==> src/rtl/producao_pkg.sv <==
// Shared types, constants and BCD helper for the corking-line counters.
package producao_pkg;

  typedef logic [3:0] bcd_t;

  typedef struct packed {
    bcd_t dez;
    bcd_t uni;
  } bcd2_t;

  localparam int BCD_MAX      = 9;
  localparam int DUZIA        = 12;
  localparam int CONTAGEM_MAX = 99;

  function automatic bcd2_t para_bcd(input logic [6:0] v);
    bcd2_t r;
    r.dez = bcd_t'(v / 7'd10);
    r.uni = bcd_t'(v % 7'd10);
    return r;
  endfunction

endpackage

==> src/rtl/contador_bcd_2dig.sv <==
// Two-digit BCD register: increment, floor-at-zero decrement and saturating add.
// proximo is the combinational next value so callers can derive registered flags.
module contador_bcd_2dig
  import producao_pkg::*;
#(
  parameter int INICIAL = 0
) (
  input  logic        clock,
  input  logic        reset_n,
  input  logic        inc,
  input  logic        dec,
  input  logic        add,
  input  logic [6:0]  add_val,
  output bcd2_t       valor,
  output bcd2_t       proximo
);

  localparam bcd2_t VALOR_RESET = para_bcd(7'(INICIAL));

  logic [7:0] atual;
  logic [7:0] soma;

  assign atual = {4'd0, valor.dez} * 8'd10 + {4'd0, valor.uni};

  always_comb begin
    soma = atual;
    if (dec && atual != 8'd0)
      soma = soma - 8'd1;
    if (inc)
      soma = soma + 8'd1;
    if (add)
      soma = soma + {1'b0, add_val};
    if (soma > 8'(CONTAGEM_MAX))
      soma = 8'(CONTAGEM_MAX);
    proximo = para_bcd(soma[6:0]);
  end

  always_ff @(posedge clock or negedge reset_n) begin
    if (!reset_n)
      valor <= VALOR_RESET;
    else
      valor <= proximo;
  end

endmodule

==> src/rtl/contador_producao.sv <==
// Bottle-dozen and cork-stock BCD counters plus display scan index.
// Optional low-stock alert output when CONTADOR_ALERTA_EN is defined.
module contador_producao
  import producao_pkg::*;
#(
  parameter int SCAN_DIV       = 1000,
  parameter int ROLHAS_INICIAL = 99,
  parameter int REPOSICAO      = 15
`ifdef CONTADOR_ALERTA_EN
  ,
  parameter int LIMIAR         = 10
`endif
) (
  input  logic       clock,
  input  logic       reset_n,
  input  logic       garrafa_vedada,
  input  logic       repor_rolhas,
  input  logic       ligado,
  output logic [3:0] duzias_dezenas,
  output logic [3:0] duzias_unidades,
  output logic [3:0] rolhas_dezenas,
  output logic [3:0] rolhas_unidades,
  output logic [1:0] contador,
  output logic       sem_rolhas,
  output logic       duzias_cheio
`ifdef CONTADOR_ALERTA_EN
  ,
  output logic       rolhas_baixo
`endif
);

  localparam bcd2_t BCD_CHEIO = para_bcd(7'(CONTAGEM_MAX));

  logic        prev_g;
  logic        prev_r;
  logic        ev_g;
  logic        ev_r;
  logic        conta;
  logic        virada;
  logic [3:0]  garrafas;
  logic [15:0] presc;
  bcd2_t       rolhas;
  bcd2_t       rolhas_nxt;
  bcd2_t       duzias;
  bcd2_t       duzias_nxt;

  assign ev_g   = ligado & garrafa_vedada & ~prev_g;
  assign ev_r   = ligado & repor_rolhas & ~prev_r;
  // sem_rolhas always mirrors the registered stock being 00
  assign conta  = ev_g & ~sem_rolhas;
  assign virada = conta && garrafas == 4'(DUZIA - 1);

  contador_bcd_2dig #(
    .INICIAL (ROLHAS_INICIAL)
  ) u_rolhas (
    .clock   (clock),
    .reset_n (reset_n),
    .inc     (1'b0),
    .dec     (conta),
    .add     (ev_r),
    .add_val (7'(REPOSICAO)),
    .valor   (rolhas),
    .proximo (rolhas_nxt)
  );

  contador_bcd_2dig #(
    .INICIAL (0)
  ) u_duzias (
    .clock   (clock),
    .reset_n (reset_n),
    .inc     (virada),
    .dec     (1'b0),
    .add     (1'b0),
    .add_val (7'd0),
    .valor   (duzias),
    .proximo (duzias_nxt)
  );

  always_ff @(posedge clock or negedge reset_n) begin
    if (!reset_n) begin
      prev_g   <= 1'b0;
      prev_r   <= 1'b0;
      garrafas <= 4'd0;
    end else begin
      prev_g <= garrafa_vedada;
      prev_r <= repor_rolhas;
      if (conta)
        garrafas <= virada ? 4'd0 : garrafas + 4'd1;
    end
  end

  always_ff @(posedge clock or negedge reset_n) begin
    if (!reset_n) begin
      sem_rolhas   <= 1'(ROLHAS_INICIAL == 0);
      duzias_cheio <= 1'b0;
    end else begin
      sem_rolhas   <= (rolhas_nxt == '0);
      duzias_cheio <= (duzias_nxt == BCD_CHEIO);
    end
  end

`ifdef CONTADOR_ALERTA_EN
  // packed BCD compares numerically, so no binary conversion needed
  localparam int    LIM_SAT = (LIMIAR > CONTAGEM_MAX) ? CONTAGEM_MAX : LIMIAR;
  localparam bcd2_t LIM_BCD = para_bcd(7'(LIM_SAT));

  always_ff @(posedge clock or negedge reset_n) begin
    if (!reset_n)
      rolhas_baixo <= 1'(ROLHAS_INICIAL <= LIMIAR);
    else
      rolhas_baixo <= (rolhas_nxt <= LIM_BCD);
  end
`endif

  always_ff @(posedge clock or negedge reset_n) begin
    if (!reset_n) begin
      presc    <= 16'd0;
      contador <= 2'd0;
    end else if (presc == 16'(SCAN_DIV - 1)) begin
      presc    <= 16'd0;
      contador <= contador + 2'd1;
    end else begin
      presc <= presc + 16'd1;
    end
  end

  assign duzias_dezenas  = duzias.dez;
  assign duzias_unidades = duzias.uni;
  assign rolhas_dezenas  = rolhas.dez;
  assign rolhas_unidades = rolhas.uni;

endmodule

==> config.mk <==
export PLATFORM = sky130hd
export DESIGN_NAME = contador_producao
export DESIGN_NICKNAME = d
export VERILOG_FILES = /design/src/rtl/producao_pkg.sv /design/src/rtl/contador_bcd_2dig.sv /design/src/rtl/contador_producao.sv
export SDC_FILE = /design/constraint.sdc
export NUM_CORES = 1
export LEC_CHECK = 0
export CORE_MARGIN = 1
export CORE_UTILIZATION = 38
export CTS_BUF_LIST = sky130_fd_sc_hd__clkbuf_16
export CTS_CLUSTER_DIAMETER = 120
export DETAILED_ROUTE_END_ITERATION = 16
export PLACE_DENSITY = 0.57
export SYNTH_ARGS = -nofsm -noshare
export SYNTH_HDL_FRONTEND = slang
export SYNTH_HIERARCHICAL = 1
export SYNTH_SLANG_ARGS = --single-unit
==> constraint.sdc <==
create_clock -name clock -period 7.9 [get_ports clock]
set_input_delay 1.185 -clock clock [delete_from_list [all_inputs] [get_ports clock]]
set_output_delay 1.185 -clock clock [all_outputs]
set_load 0.03 [all_outputs]
# == After elaboration in Yosys (flattened, before gate mapping) ==
# Index checks and enable logic that the tools add are counted.
# word_totals
register_bits,42
input_bits,5
out_inout_bits,20
elab_cells,49
# classes
add_sub_neg,8
n_mux,7
reduce_logical,4
div,4
bitwise_logic,8
magnitude_cmp,2
n_eq_ne,3
n_mul,2
# op_table
cell,n
$mux 8,3
$add 16x1->16 const B,1
$add 8x4->8,2
$eq 16x10->1 const B,1
$gt 8x7->1 const B,2
$mux 16,1
$div 7x4->7 const B,2
$mod 7x4->7 const B,2
$mul 4x3->7 const B,2
$mux 7,2
$add 8x1->8 const B,1
$add 8x4->8 const B,1
$eq 8x8->1 const B,1
$logic_not 8->1,1
$reduce_bool 8->1,1
$sub 8x1->8 const B,1
$and 1x1->1,5
$add 4x1->4 const B,1
$eq 4x4->1 const B,1
$mux 4,1
$not 1->1,3
$add 2x1->2 const B,1
$logic_and 1x1->1,2

# == Depth between registers and ports, before layout ==
# Gate-level depths: netlist of run 1.
# logic_depth
ltp_word,11
depth_mapped,42
mapped_depth_nobuf,42

# == By module ==
# Netlist of run 1, hierarchy kept.
# modules_own_cells
module,instances,area_per_inst_um2,seq_area_each_um2,cells_each
contador_bcd_2dig at u_rolhas,1,2237.1,205.2,283
contador_bcd_2dig at u_duzias,1,2232.1,200.2,283
contador_producao,1,1197.4,650.6,110

# == Worst setup path after synthesis of run 1 ==
# Ideal clock, no wire load.
# synth_path
path_type,reg-to-reg
start,register u_rolhas/valor[7] (netlist name)
end,register sem_rolhas
t_arrival_ns,8.215
path_slack_ns,-0.387
stages_incl_launch_ff,35
t_required_ns,7.828
n_path_buf,0
cell_sequence,dfstp_2 -> ha_1 -> ha_1 -> fa_1 -> nand2_1 -> nor3_2 -> and4b_2 -> o211a_4 -> nor4_1 -> a211o_1 -> ha_1 -> a21oi_1 -> o211ai_1 -> a21oi_1 -> o21ai_0 -> o211ai_1 -> xnor3_2 -> xnor2_4 -> nor3_1 -> ha_1 -> a221o_1 -> a21boi_0 -> a221oi_4 -> ha_1 -> o21ai_0 -> a21o_1 -> a22o_2 -> a32o_1 -> a21oi_2 -> ha_1 -> a31oi_4 -> nor2_1 -> o21ai_1 -> or4_1 -> nor2_1
# synth_lines
element,line_no,source
start: declaration,contador_bcd_2dig.sv:14,"output bcd2_t valor,"
start signal: assignment,contador_bcd_2dig.sv:42,valor <= proximo;
end signal: assignment,contador_producao.sv:94,sem_rolhas <= 1'(ROLHAS_INICIAL == 0);
end signal: assignment,contador_producao.sv:97,sem_rolhas <= (rolhas_nxt == '0);
end: declaration,contador_producao.sv:24,"output logic sem_rolhas,"

==> results of run 1 <==
==> registers in the layout, summed over array words and instances, names as in the netlist <==
name / count
prev_g: 1
u_rolhas/valor: 8
contador: 2
sem_rolhas: 1
prev_r: 1
garrafas: 4
presc: 16
u_duzias/valor: 8
duzias_cheio: 1
==> final cells by class <==
type / instances / area, µm² / area share
Inverter: 41 / 154 / 0.0227
Multi-Input combinational cell: 599 / 4700 / 0.694
Timing Repair Buffer: 58 / 494 / 0.0730
Tap cell: 184 / 230 / 0.0340
Clock inverter: 3 / 12.5 / 0.00185
Sequential cell: 42 / 1060 / 0.156
Clock buffer: 5 / 125 / 0.0185
==> worst max-delay path, delay by kind of cell, from the launching register on <==
family | cells | cell delay (ns)
AOI/OAI and AO/OA | 18 | 3.14
adders and majority gates | 7 | 1.97
and+or+nand+nor | 7 | 1.41
DFF | 1 | 0.55
xor gates and xnor gates | 2 | 0.49
buffers and inverters | 1 | 0.05
==> routing by layer <==
metal,global-route usage,wire length (µm),up-vias
met5,0,0,-
met4,0.0417,142,0
met3,0.0119,334,14
met2,0.349,7390,97
met1,0.232,6640,2498
li1,-,-,2603
==> kinds of logic (layout without fill, tap and decap cells) <==
family | Yosys count | in the layout | share of synthesized area
AO/OA/AOI/OAI | 180 | 180 | 0.263
other | 2 | 27 | 0.00133
adder cells (fa/ha/maj) | 48 | 48 | 0.114
flip-flops | 42 | 42 | 0.186
multiplexers | 12 | 12 | 0.0225
AND/OR/NAND/NOR | 272 | 272 | 0.262
XOR/XNOR | 60 | 60 | 0.109
buffers and inverters | 60 | 107 | 0.0422
==> repair_timing <==
item,in CTS,in global routing
resized for setup,0,27
setup endpoints to repair,0,2
setup buffers,0,16
endpoints found under the hold margin,0,0
hold buffers,0,0
==> cells in the mapped netlist, types with 10 or more instances <==
master	instances
nand3_1	27
a21o_1	10
clkbuf_1	10
and3_1	13
ha_1	42
dfrtp_1	38
inv_1	39
nor2_1	45
xnor2_1	32
xor2_1	21
o21ai_0	30
a21oi_1	34
nor3_1	19
nand2_1	80
==> stage by stage <==
| stage | instance area, µm² | std cells | worst slack, ns | hold WS [ns] |
|---|---|---|---|---|
| after floorplan | 5860 | 701 | 0.00884 | 0.424 |
| after global placement | 6390 | 908 | 0.198 | 0.436 |
| after detailed placement | 6390 | 908 | 0.0263 | 0.448 |
| after CTS | 6530 | 916 | 0.00476 | 0.456 |
| after global routing | 6770 | 932 | -0.114 | 0.499 |
| final | 6770 | 932 | 0.228 | 0.459 |
==> final timing paths <==
path | from | end | cells after the start
min in group asynchronous | reset_n | presc[7]$_DFF_PN0_ | 1
hold reg to reg | presc[0]$_DFF_PN0_ | presc[0]$_DFF_PN0_ | 1
hold / removal | presc[0]$_DFF_PN0_ | presc[0]$_DFF_PN0_ | 1
max in group asynchronous | reset_n | u_rolhas/valor[1]$_DFF_PN0_ | 1
setup reg to reg | u_rolhas/valor[7]$_DFF_PN1_ | sem_rolhas$_DFF_PN0_ | 35
setup / recovery | u_rolhas/valor[7]$_DFF_PN1_ | sem_rolhas$_DFF_PN0_ | 35
==> impl_results.md, run 1 <==
* Status: completed
* Slew Limit Fails at 0
* CP Class: reg2reg
* Setup tns final at 0 ns
* Gr ovfl total at 0
* Final min period at between 7 and 8 ns
* Mapped cell area at between 5000 and 6000 µm²
* Io pins at 25
* Number of H-tree levels at 2
* CTS tree: yes
* Slowest-stage cell, CP: fa_2
* Die X-Extent at 124 µm
* First-pass GRT wire length at ~23000 µm
* Critical path peak fanout at 6
* IO buf count at 24
* Initial antenna violation count at 0
* Util after Layout at 0.466
* Post-synth top flop: dfrtp_1
* Die Height at between 100 and 150 µm
* Sequential area share after synthesis at 0.186
* Row Count at 44
* Worst setup EP type: register
* Syn Inst Count at ~680
* Cell mode on critical path: ha_2
* Total GRT Usage at 0.187
* Synthesized area per cell at roughly 8.4 µm²
* Layout fillers at 1400
* Num CTS Buffers at 5
* Iteration-0 DRC Markers at roughly 340
* Max-Cap Viols at 0
* Antenna Nets Post-Route at 0
* Main area contributors after synthesis: dfrtp_1, ha_1, nand2_1
* Critical Path AT at slightly below 8 ns
* Vias per cell at 5.59
* Number of synthesis warnings at 6
* Vias in the first global route at between 4000 and 5000
* CP startpoint kind: register
* Bufs on Longest Clock Path at 2
* F_max at around 0.13 GHz
* Async set-or-reset flop fraction in the synthesized netlist at 1.00
* Period Utilization, post-route at 0.971
* Detailed placement HPWL at about 12000 µm
* Commonest non-fill, non-tap cell in the layout: nand2_1
* Clk root buf: clkbuf_16
* Clock latency on the worst-skew pair at between 0.2 and 0.3 ns
* WP data required at just over 8 ns
* Routed vias at between 5000 and 6000
* Worst slew margin at 0.256
* Worst-path clk slew at roughly 0.06 ns
* Largest net degree at the start of global routing at 43
* Slowest stage delay, CP at 0.60 ns
* CORE AREA at ~15000 µm²
* Clock sinks at 42
* Skew final at around 0.0024 ns
* Worst hold-check path type: reg2reg
* First-pass DRT Iterations at 5
* Worst R2R Setup Slack at between 0.2 and 0.25 ns
* Post-synth EDFFs at 0
* Routability congestion estimate at 0.837
* Commonest non-fill, non-tap cells in the layout: nand2_1, nor2_1, inv_1
* Yosys reg bits at 42
* Share of cells above drive strength 1 at 0.193
* Number of setup violations in the final report at 0
* Ant. Diodes at 0
* # DRC at 0
* Total wire length at approximately 15000 µm
* Synth unique cells at 87
* Final #Nets at 800
* Synth-to-layout area growth at 19.4%
* DIE AREA at around 15000 µm²
* Leading area contributor after synthesis: dfrtp_1
* Share of the synthesized area in the top cell type at 0.168
* Starting Density at 0.390
* Worst Tran Pin Value at between 1 and 1.5 ns
* Average wire per standard cell at 15.6 µm
* Final-report hold violation count at 0
Power of run 1 is left out: the tool's default activity adds up to more than one toggle a clock period on the data nets, which glitch-free logic cannot reach.
==> run 2, diff against run 1 <==
--- a/config.mk
+++ b/config.mk
@@ -5,12 +5,10 @@
 export SDC_FILE = /design/constraint.sdc
 export NUM_CORES = 1
 export LEC_CHECK = 0
-export CORE_MARGIN = 1
 export CORE_UTILIZATION = 38
 export CTS_BUF_LIST = sky130_fd_sc_hd__clkbuf_16
 export CTS_CLUSTER_DIAMETER = 120
 export DETAILED_ROUTE_END_ITERATION = 16
-export PLACE_DENSITY = 0.57
 export SYNTH_ARGS = -nofsm -noshare
 export SYNTH_HDL_FRONTEND = slang
 export SYNTH_HIERARCHICAL = 1
==> run 2 against run 1 <==
Final cell count fell by 0.43%; highest routed layer unchanged; first-iteration DRC count down 28%; clock skew is 0.0046 ns higher; critical path type unchanged; global-route usage decreased by 0.45 points; register-to-register slack worse by 0.07 ns; core utilization up 0.10 points.
==> impl_results.md, run 2 (synthesized netlist as in run 1, its figures left out) <==
* Commonest non-fill, non-tap cell in the layout: nand2_1
* Cell Count, Final, Fillers Out at 928 (-0.43%)
* Critical path peak fanout at 5 (-1)
* Critical Path AT at 7.96 ns (+0.08 ns)
* Worst Setup Slack, final at 0.162 ns (-0.0655 ns)
* Setup tns final at 0 ns (unchanged)
* CP top delay family: compound AO/OA/AOI/OAI gates
* Total wire length at 13700 µm (-5.2%)
* Num CTS Buffers at 5 (unchanged)
* Die Height at 124 µm (unchanged)
* Final #Nets at 796 (-0.50%)
* Bufs on Longest Clock Path at 2 (unchanged)
* Slowest-stage cell, CP: dfstp_2
* First-pass GRT wire length at 22700 µm (-1.0%)
* Met3 wire length at 292 µm (-13%)
* Largest register FFs at 16 (unchanged)
* Io pins at 25 (unchanged)
* Number of setup violations in the final report at 0 (unchanged)
* DIE AREA at 15400 µm² (unchanged)
* CTS tree: yes
* # DRC at 0 (unchanged)
* Die X-Extent at 124 µm (unchanged)
* Routability congestion estimate at 0.888 (+6.1%)
* Share of cells above drive strength 1 at 0.185 (-0.00703)
* Slowest stage delay, CP at 0.56 ns (-0.04 ns)
* Status: completed
* WP data required at 8.12 ns (about the same)
* DRT met1 WL at 6260 µm (-5.7%)
* Clock latency on the worst-skew pair at 0.29 ns (about the same)
* Cell mode on critical path: ha_4
* F_max at 0.129 GHz (-0.85%)
* Initial antenna violation count at 0 (unchanged)
* RSZ-0062 raised after global routing: yes
* First-pass DRT Iterations at 4 (-1)
* Worst slew margin at 0.239 (-0.0166)
* Gr ovfl total at 0 (unchanged)
* IO buf count at 24 (unchanged)
* CP Class: reg2reg
* Antenna Nets Post-Route at 0 (unchanged)
* Largest net degree at the start of global routing at 43 (unchanged)
* Vias in the first global route at 4898 (+0.29%)
* Placed cell count at 908 (unchanged)
* Pre-CTS worst setup slack at -0.108 ns (-0.134 ns)
* Ant. Diodes at 0 (unchanged)
* Synth-to-layout area growth at 19.7%
* Iteration-0 DRC Markers at 242 (-28%)
* Skew final at 0.00694 ns (+0.00457 ns)
* Worst setup EP type: register
* Period Utilization, post-route at 0.979 (+0.00829)
* Row Count at 44 (unchanged)
* Commonest non-fill, non-tap cells in the layout: nand2_1, nor2_1, inv_1
* CP startpoint kind: register
* Largest Register: presc
* Final-report hold violation count at 0 (unchanged)
* Final min period at 7.74 ns (+0.0655 ns)
* Starting Density at 0.390 (unchanged)
* Max-Cap Viols at 0 (unchanged)
* Detailed placement HPWL at 11000 µm (-5.0%)
* Slew Limit Fails at 0 (unchanged)
* Routed vias at 5153 (-1.1%)
* CORE AREA at 14500 µm² (unchanged)
* Worst Tran Pin Value at 1.13 ns (+0.0247 ns)
* Clk root buf: clkbuf_16
* Number of H-tree levels at 2 (unchanged)
* Worst-path clk slew at 0.06 ns (about the same)
* Worst hold-check path type: reg2reg
* Worst Path Buf+Inv at 2 (+1)
* Top Layer Used: met4
* Met2 wire length at 6890 µm (-6.8%)
* Total GRT Usage at 0.182 (-0.00450)
* Vias per cell at 5.55 (-0.71%)
* Clock sinks at 42 (unchanged)
* Top flop regs: presc x16, u_duzias/valor x8, u_rolhas/valor x8
* Layout fillers at 1429 (+2.1%)
* Average wire per standard cell at 14.8 µm (-4.8%)
run 2: cell count changes in the layout (fill, tap and decap cells not counted), moves of 2 or more:
cell        before  now
a21oi_2          6    4
clkinvlp_4       0    2
buf_4           33   30
a21oi_4          0    2
ha_2             6    2
ha_4             2    6
run 2: per-stage QoR:
step	util	hold WS (ns)	area [µm²]
after CTS	0.451	0.461	6560
after detailed placement	0.440	0.453	6390
final	0.467	0.459	6780
after global placement	0.440	0.435	6390
after global routing	0.467	0.508	6780
after floorplan	-	0.424	5860
run 2: path summary, 6_finish.rpt:
| check | cells past startpoint | slack (ns) | startpoint | endpoint |
|---|---|---|---|---|
| min in group asynchronous | 1 | 1.02 | reset_n | presc[11]$_DFF_PN0_ |
| worst min register to register | 1 | 0.46 | presc[0]$_DFF_PN0_ | presc[0]$_DFF_PN0_ |
| worst min-delay path | 1 | 0.46 | presc[0]$_DFF_PN0_ | presc[0]$_DFF_PN0_ |
| worst max-delay path | 34 | 0.16 | u_rolhas/valor[7]$_DFF_PN1_ | sem_rolhas$_DFF_PN0_ |
| worst max register to register | 34 | 0.16 | u_rolhas/valor[7]$_DFF_PN1_ | sem_rolhas$_DFF_PN0_ |
| max in group asynchronous | 1 | 6.27 | reset_n | u_rolhas/valor[5]$_DFF_PN0_ |
run 2: cell type report:
| class | instances | area, µm² | share of cell area |
|---|---|---|---|
| Clock inverter | 3 | 23.8 | 0.00350 |
| Clock buffer | 5 | 125 | 0.0184 |
| Tap cell | 184 | 230 | 0.0339 |
| Sequential cell | 42 | 1060 | 0.156 |
| Multi-Input combinational cell | 599 | 4730 | 0.698 |
| Inverter | 41 | 154 | 0.0227 |
| Timing Repair Buffer | 54 | 460 | 0.0679 |
run 2: routing by layer:
metal,vias up,global-route usage
met5,-,0
li1,2602,-
met2,73,0.328
met4,0,0.0469
met1,2456,0.232
met3,22,0.0165
run 2: timing repair:
item | 4_1_cts | 5_1_grt
pin swaps | 0 | 32
setup endpoints to repair | 1 | 2
setup buffers | 2 | 10
resized for setup | 0 | 26
gates cloned | 0 | 0
hold buffers | 0 | 0
Power of run 2 is left out for the same reason.
==> run 3, diff against run 2 <==
--- a/config.mk
+++ b/config.mk
@@ -5,6 +5,8 @@
 export SDC_FILE = /design/constraint.sdc
 export NUM_CORES = 1
 export LEC_CHECK = 0
+export ABC_CLOCK_PERIOD_IN_PS = 9940
+export CORE_MARGIN = 4
 export CORE_UTILIZATION = 38
 export CTS_BUF_LIST = sky130_fd_sc_hd__clkbuf_16
 export CTS_CLUSTER_DIAMETER = 120
==> constraint.sdc (replaced) <==
create_clock -name clock -period 9.94 [get_ports clock]
set_input_delay 1.491 -clock clock [delete_from_list [all_inputs] [get_ports clock]]
set_output_delay 1.491 -clock clock [all_outputs]
set_load 0.03 [all_outputs]
==> run 3 against run 2 <==
Sequential cell count stayed put; critical endpoint unchanged; highest routed layer unchanged; core utilization is 3.4 points lower; non-clock buffer count is 27 lower.
==> impl_results.md, run 3 (synthesized netlist as in run 1, its figures left out) <==
* Status: completed
* Ant. Diodes at 0 (unchanged)
* IO buf count at 24 (unchanged)
* Top flop regs: presc x16, u_duzias/valor x8, u_rolhas/valor x8
* Die X-Extent at 130 µm (+4.8%)
* Slew Limit Fails at 0 (unchanged)
* Area of the multi-input gates at 4470 µm² (-5.5%)
* Layout fillers at 1423 (-0.42%)
* Period Utilization, post-route at 0.918 (-0.0617)
* Worst-path clk slew at 0.07 ns (about the same)
* Gr ovfl total at 0 (unchanged)
* Initial antenna violation count at 0 (unchanged)
* # hold bufs at CTS at 0 (unchanged)
* Post-CTS Setup Bufs at 0 (-2)
* Share of cells above drive strength 1 at 0.114 (-0.0711)
* Final-report hold violation count at 0 (unchanged)
* Critical Path AT at 9.34 ns (+1.38 ns)
* Skew final at 0.00816 ns (+0.00122 ns)
* Total wire length at 13800 µm (+0.44%)
* Worst hold-check path type: reg2reg
* Number of setup violations in the final report at 0 (unchanged)
* Sequential Area at 1060 µm² (-0.12%)
* Post-CTS Resized at 0 (unchanged)
* CP startpoint kind: register
* Vias per cell at 5.73 (+3.2%)
* WP data required at 10.16 ns (+2.04 ns)
* Final min period at 9.12 ns (+1.38 ns)
* Worst Tran Pin Value at 1.08 ns (-0.0502 ns)
* Critical path peak fanout at 10 (+5)
* Clock sinks at 42 (unchanged)
* Io pins at 25 (unchanged)
* CP Class: reg2reg
* Vias in the first global route at 4855 (-0.88%)
* First-pass GRT wire length at 23200 µm (+2.1%)
* Worst setup EP type: register
* Starting Density at 0.388 (-0.00147)
* F_max at 0.110 GHz (-15%)
* # DRC at 0 (unchanged)
* Largest register FFs at 16 (unchanged)
* Average wire per standard cell at 15.3 µm (+3.4%)
* Routability congestion estimate at 0.916 (+3.2%)
* Die Height at 130 µm (+4.8%)
* Util after Layout at 0.433 (-0.0336)
* Clock latency on the worst-skew pair at 0.29 ns (about the same)
* Synth-to-layout area growth at 11.5%
* Iteration-0 DRC Markers at 336 (+39%)
* Max-Cap Viols at 0 (unchanged)
* Row Count at 44 (unchanged)
* Worst hold margin at 0.451 ns (-0.00768 ns)
* Setup tns final at 0 ns (unchanged)
* Routed vias at 5162 (+0.17%)
* Commonest non-fill, non-tap cells in the layout: nand2_1, nor2_1, ha_1
* Detailed placement HPWL at 11100 µm (+0.79%)
* Bufs on Longest Clock Path at 2 (unchanged)
* Num CTS Buffers at 5 (unchanged)
* Worst slew margin at 0.273 (+0.0337)
* Antenna Nets Post-Route at 0 (unchanged)
* Total GRT Usage at 0.165 (-0.0176)
* Clk root buf: clkbuf_16
* Commonest non-fill, non-tap cell in the layout: nand2_1
* Final #Nets at 769 (-3.4%)
* Slowest-stage cell, CP: dfstp_2
* Cell mode on critical path: ha_1
* CTS tree: yes
* RSZ-0062 raised after global routing: no
* Number of H-tree levels at 2 (unchanged)
* DIE AREA at 16900 µm² (+9.9%)
* Largest Register: presc
* CORE AREA at 14600 µm² (+0.38%)
* Largest net degree at the start of global routing at 43 (unchanged)
* First-pass DRT Iterations at 5 (+1)
* Slowest stage delay, CP at 0.60 ns (+0.04 ns)
==> run 3: cell types whose count changed in the layout (fill, tap and decap cells not counted), moves of 3 or more <==
cell / change
buf_4: -27
ha_1: +8
o21ai_0: +3
nand2_1: +3
ha_4: -6
==> run 3: layout make-up <==
type,count,share of cell area
multi-input cells,599,0.708
repair buffers,27,0.0408
well taps,184,0.0364
flip-flops and latches,42,0.167
inverters,41,0.0244
clock inverters,3,0.00376
clock buffers,5,0.0198
==> run 3: routing by layer <==
layer	vias to the layer above	GRT usage	share of wire	wire length [µm]
li1	2541	-	-	-
met5	-	0	0	0
met3	19	0.0172	0.039	538
met1	2464	0.219	0.46	6370
met4	0	0.0440	0.019	257
met2	138	0.285	0.48	6640
==> run 3: worst paths after layout <==
kind                                        startpoint                      end  slack (ns)  depth (start not counted)
max                        u_rolhas/valor[7]$_DFF_PN1_     sem_rolhas$_DFF_PN0_        0.82                         33
min in group asynchronous                      reset_n       presc[0]$_DFF_PN0_        1.35                          1
max in group asynchronous                      reset_n  garrafas[3]$_DFFE_PN0P_        7.99                          1
min                                 presc[0]$_DFF_PN0_       presc[0]$_DFF_PN0_        0.45                          1
min reg2reg                         presc[0]$_DFF_PN0_       presc[0]$_DFF_PN0_        0.45                          1
max reg2reg                u_rolhas/valor[7]$_DFF_PN1_     sem_rolhas$_DFF_PN0_        0.82                         33
==> run 3: stage by stage <==
| stage | std cells | worst slack (ns) | instance area [µm²] |
|---|---|---|---|
| final | 901 | 0.818 | 6320 |
| after global routing | 901 | 0.160 | 6320 |
| after CTS | 901 | 0.853 | 6320 |
| after detailed placement | 893 | 0.738 | 6170 |
| after global placement | 893 | 0.968 | 6170 |
| after floorplan | 701 | 1.65 | 5760 |
==> run 3: worst max-delay path: cells and delay by family (launching register included) <==
kind,cells,cell delay (ns)
simple gates,4,0.84
flops,1,0.60
fa+ha+maj,7,2.05
xor+xnor,2,0.86
compound gates,20,4.71
Power of run 3 is left out for the same reason.
